File: src/rtl/serial_addsub_pkg.sv
// serial_addsub_pkg: shared state encoding and mode constants for the bit-serial adder/subtractor
package serial_addsub_pkg;

   typedef enum logic [1:0] {IDLE, CALC, DONE} state_t;

   localparam logic MODE_ADD = 1'b0;
   localparam logic MODE_SUB = 1'b1;

endpackage

File: src/rtl/serial_addsub_full_adder_cell.sv
// full_adder_cell: single-bit combinational full adder
module full_adder_cell (
   input  logic a,
   input  logic b,
   input  logic ci,
   output logic s,
   output logic co
);

   // sum and majority carry
   always_comb begin
      s  = a ^ b ^ ci;
      co = (a & b) | (a & ci) | (b & ci);
   end

endmodule

File: src/rtl/serial_addsub.sv
// serial_addsub: bit-serial add/subtract, LSB first through one full adder, valid/ready on both sides
module serial_addsub
   import serial_addsub_pkg::*;
#(
   parameter int WIDTH = 4
) (
   input  logic             clk,
   input  logic             rst,
   input  logic             in_valid,
   output logic             in_ready,
   input  logic [WIDTH-1:0] a,
   input  logic [WIDTH-1:0] b,
   input  logic             cin,
   input  logic             mode,
   output logic             out_valid,
   input  logic             out_ready,
   output logic [WIDTH-1:0] result,
   output logic             cout,
   output logic             ovf,
   output logic             busy
);

   localparam int            CW   = $clog2(WIDTH);
   localparam logic [CW-1:0] LAST = CW'(WIDTH - 1);

   state_t           state_q;
   logic [CW-1:0]    cnt_q;
   logic [WIDTH-1:0] a_q;
   logic [WIDTH-1:0] b_q;
   logic [WIDTH-1:0] result_q;
   logic             mode_q;
   logic             carry_q;
   logic             cout_q;
   logic             ovf_q;
   logic             s_d;
   logic             co_d;

   // subtraction feeds the inverted B bit; the carry flop already holds ~Bin
   full_adder_cell u_fa (
      .a  (a_q[0]),
      .b  (b_q[0] ^ mode_q),
      .ci (carry_q),
      .s  (s_d),
      .co (co_d)
   );

   assign in_ready  = (state_q == IDLE);
   assign out_valid = (state_q == DONE);
   assign busy      = (state_q != IDLE);
   assign result    = result_q;
   assign cout      = cout_q;
   assign ovf       = ovf_q;

   // FSM: capture operands, shift one bit per edge, hold result until handshake
   always_ff @(posedge clk or posedge rst) begin
      if (rst) begin
         state_q  <= IDLE;
         cnt_q    <= '0;
         a_q      <= '0;
         b_q      <= '0;
         result_q <= '0;
         mode_q   <= MODE_ADD;
         carry_q  <= 1'b0;
         cout_q   <= 1'b0;
         ovf_q    <= 1'b0;
      end else begin
         case (state_q)
            IDLE: if (in_valid) begin
               a_q     <= a;
               b_q     <= b;
               mode_q  <= mode;
               carry_q <= (mode == MODE_ADD) ? cin : ~cin;
               cnt_q   <= '0;
               state_q <= CALC;
            end
            CALC: begin
               a_q      <= a_q >> 1;
               b_q      <= b_q >> 1;
               carry_q  <= co_d;
               result_q <= {s_d, result_q[WIDTH-1:1]};
               cnt_q    <= cnt_q + 1'b1;
               if (cnt_q == LAST) begin
                  cnt_q   <= '0;
                  cout_q  <= (mode_q == MODE_SUB) ? ~co_d : co_d;
                  ovf_q   <= carry_q ^ co_d;
                  state_q <= DONE;
               end
            end
            DONE: if (out_ready) state_q <= IDLE;
            default: state_q <= IDLE;
         endcase
      end
   end

endmodule

File: config.mk
export PLATFORM = sky130hd
export DESIGN_NAME = serial_addsub
export DESIGN_NICKNAME = d
export VERILOG_FILES = /design/src/rtl/serial_addsub_pkg.sv /design/src/rtl/serial_addsub_full_adder_cell.sv /design/src/rtl/serial_addsub.sv
export SDC_FILE = /design/constraint.sdc
export NUM_CORES = 1
export LEC_CHECK = 0
export BUFFER_PORTS_ARGS = -buffer_cell sky130_fd_sc_hd__buf_2
export CORE_AREA = 2 2 45 47
export CTS_CLUSTER_DIAMETER = 150
export CTS_CLUSTER_SIZE = 20
export DETAILED_ROUTE_END_ITERATION = 8
export DIE_AREA = 0 0 47 49
export PLACE_DENSITY = 0.79
export SLEW_MARGIN = 0
export SYNTH_ARGS = -nofsm -noshare
export SYNTH_HDL_FRONTEND = slang
export SYNTH_SLANG_ARGS = --single-unit
export TNS_END_PERCENT = 1
File: constraint.sdc
create_clock -name clk -period 2.1 [get_ports clk]
set_clock_uncertainty 0.05 [all_clocks]
set_input_delay 0.42 -clock clk [delete_from_list [all_inputs] [get_ports clk]]
set_output_delay 0.42 -clock clk [all_outputs]
set_load 0.02 [all_outputs]
==> flow_summary.toml <==
[grt]
grt_pass1_wl_mm = 2.72
grt_max_degree = 21
grt_use_total = 0.161
overflow = 0
grt_pass1_vias = 624
grt_antenna_before_repair = 0

[floorplanning]
core_area_mm2 = 0.00184
die-area_mm2 = 0.00230
die_w_um = 47
num_rows = 16
dieHeight_um = 49
io_pins = 23
start_util = 0.508

[synthesis]
synth-main-ff-cell = "dfrtp_1"
synth_area_per_cell_um2 = 10.9
synth-async-reset-ratio = 1.00
ys_seq_area_frac = 0.535
synth_fp_nets = 102
syn_area_um2 = 936
synth_cells = 86
yosys_warnings = 0
ys_seq_elements = 20
synth_edf_count = 0
synth.distinct_cells = 25

[clock_tree]
cts_htree_levels = 1
clkTransAtPathRegs_ns = 0.10
cts_buffer_depth = 2
postCtsSetupRepairBufs = 0
post_cts_resized = 0
clock_sinks = 20
cts-buffers-inserted = 3
cts_root_buffer = "clkbuf_4"
ctsHoldBuffers = 0
cts_tree = "built"
clock_latency_ns = 0.29

[placement]
port_buffers = 22
place_congestion = 0.759
hpwl_mm = 1.21

[critical_path]
reg2reg_depth = 4
cp-start-kind = "flop"
path_class = "reg2out"
crit_fanout = 16
critPathCaptureType = "primary output"
worstPathRequired_ns = 1.63
worstPathArrival_ns = 1.29
r2r_slack_ns = 0.61

[route]
first_iter_violations = 10
wl_per_cell_um = 11.8
ant_nets = 0
wirelength_mm = 1.60
drc = 0
vias = 670
dr.pass1.iters = 4
via_per_inst = 4.96

[finish]
final_common_cell = "buf_2"
area_growth_pct = 15.2
finalNetCount = 126
multi_input_area_um2 = 382
area.sequential_um2 = 500
fillers = 172
drive_above_1_share = 0.278
layout_common_cells = "buf_2 (22), dfrtp_1 (20), nand2_1 (14)"
antennaDiodeCount = 0
fin_util = 0.586

[power_and_ir_drop]
powerDensity_mw_per_mm2 = 1530
peakVddDrop_mv = 0.987
finalPower_w = 0.00165
power.leakage_nw = 0.537

[status]
status = "completed"

[flow_run]
drv_cap = 0

[sta]
relSlewSlack = 0.509
timing.final.crit_share = 0.840
tightestPinTransition_ns = 0.736
rsz0062_at_grt = "false"
finalHoldViolations = 0
min_period_ns = 1.76
drv_slew = 0
finalSetupTns_ns = 0
setup_viol = 0
fmax_mhz = 567

[hold_path]
hp-class = "in2async"
[cell families after synthesis]
kind of cell | Yosys count | synth area share
simple gates | 24 | 0.130
compound gates | 22 | 0.146
flops | 20 | 0.535
buf+inv | 10 | 0.0575
xor+xnor | 4 | 0.0374
mux | 4 | 0.0602
fa+ha+maj | 2 | 0.0348
[power by group]
| group | total, W | internal, W | switching, W |
|---|---|---|---|
| logic | 0.000760 | 0.000349 | 0.000411 |
| clock network | 0.000173 | 0.0000666 | 0.000107 |
| registers | 0.000714 | 0.000561 | 0.000154 |
[layer usage]
metal | GRT usage | wire (um)
met5 | 0 | 0
met4 | 0.0694 | 18
met3 | 0.0222 | 53
met2 | 0.231 | 718
met1 | 0.239 | 805
[layout make-up]
cell class	count	area share
clock buffer	3	0.0209
inverter	6	0.0209
sequential	20	0.464
multi-input combinational	56	0.354
timing repair buffer	23	0.109
tap	27	0.0313
[cell usage after synthesis (2+ instances only)]
| master | count | area share |
|---|---|---|
| nor2b_1 | 2 | 0.013 |
| o21ai_1 | 10 | 0.053 |
| nand2_1 | 14 | 0.056 |
| and3b_1 | 3 | 0.028 |
| xor2_1 | 2 | 0.019 |
| buf_4 | 2 | 0.016 |
| dfrtp_1 | 20 | 0.53 |
| a32o_1 | 2 | 0.021 |
| a22oi_1 | 3 | 0.024 |
| inv_1 | 6 | 0.024 |
| xnor2_1 | 2 | 0.019 |
| nand2b_1 | 2 | 0.013 |
| a21oi_1 | 4 | 0.021 |
| mux2_4 | 3 | 0.048 |
[state kept, by name, summed over array words and instances, names as in the netlist]
name	count
state_q	2
mode_q	1
cout	1
result	4
carry_q	1
cnt_q	2
a_q	4
b_q	4
ovf	1
[path summary, 6_finish.rpt]
| path | start | endpoint |
|---|---|---|
| max | state_q[0] | busy |
| min | rst | result[0] |
| max reg2reg | state_q[0] | b_q[1] |
| min reg2reg | cout | cout |
| max in group asynchronous | rst | state_q[0] |
| min in group clk | out_ready | state_q[1] |
[worst max-delay path, stage by stage, from the launching register on]
cell and delay, ns:
dfrtp_1 0.55, nor2_2 0.24, inv_1 0.06, buf_2 0.15
[metrics by stage]
stage               hold slack [ns]  area [um^2]  cells  worst slack (ns)
floorplan                     0.334          936     86             0.745
global placement              0.413         1060    132             0.676
detailed placement            0.420         1060    132             0.624
CTS                           0.205         1080    135             0.320
global route                  0.267         1080    135             0.226
finish                        0.187         1080    135             0.337
No activity file was read; power rests on OpenSTA's default activity.
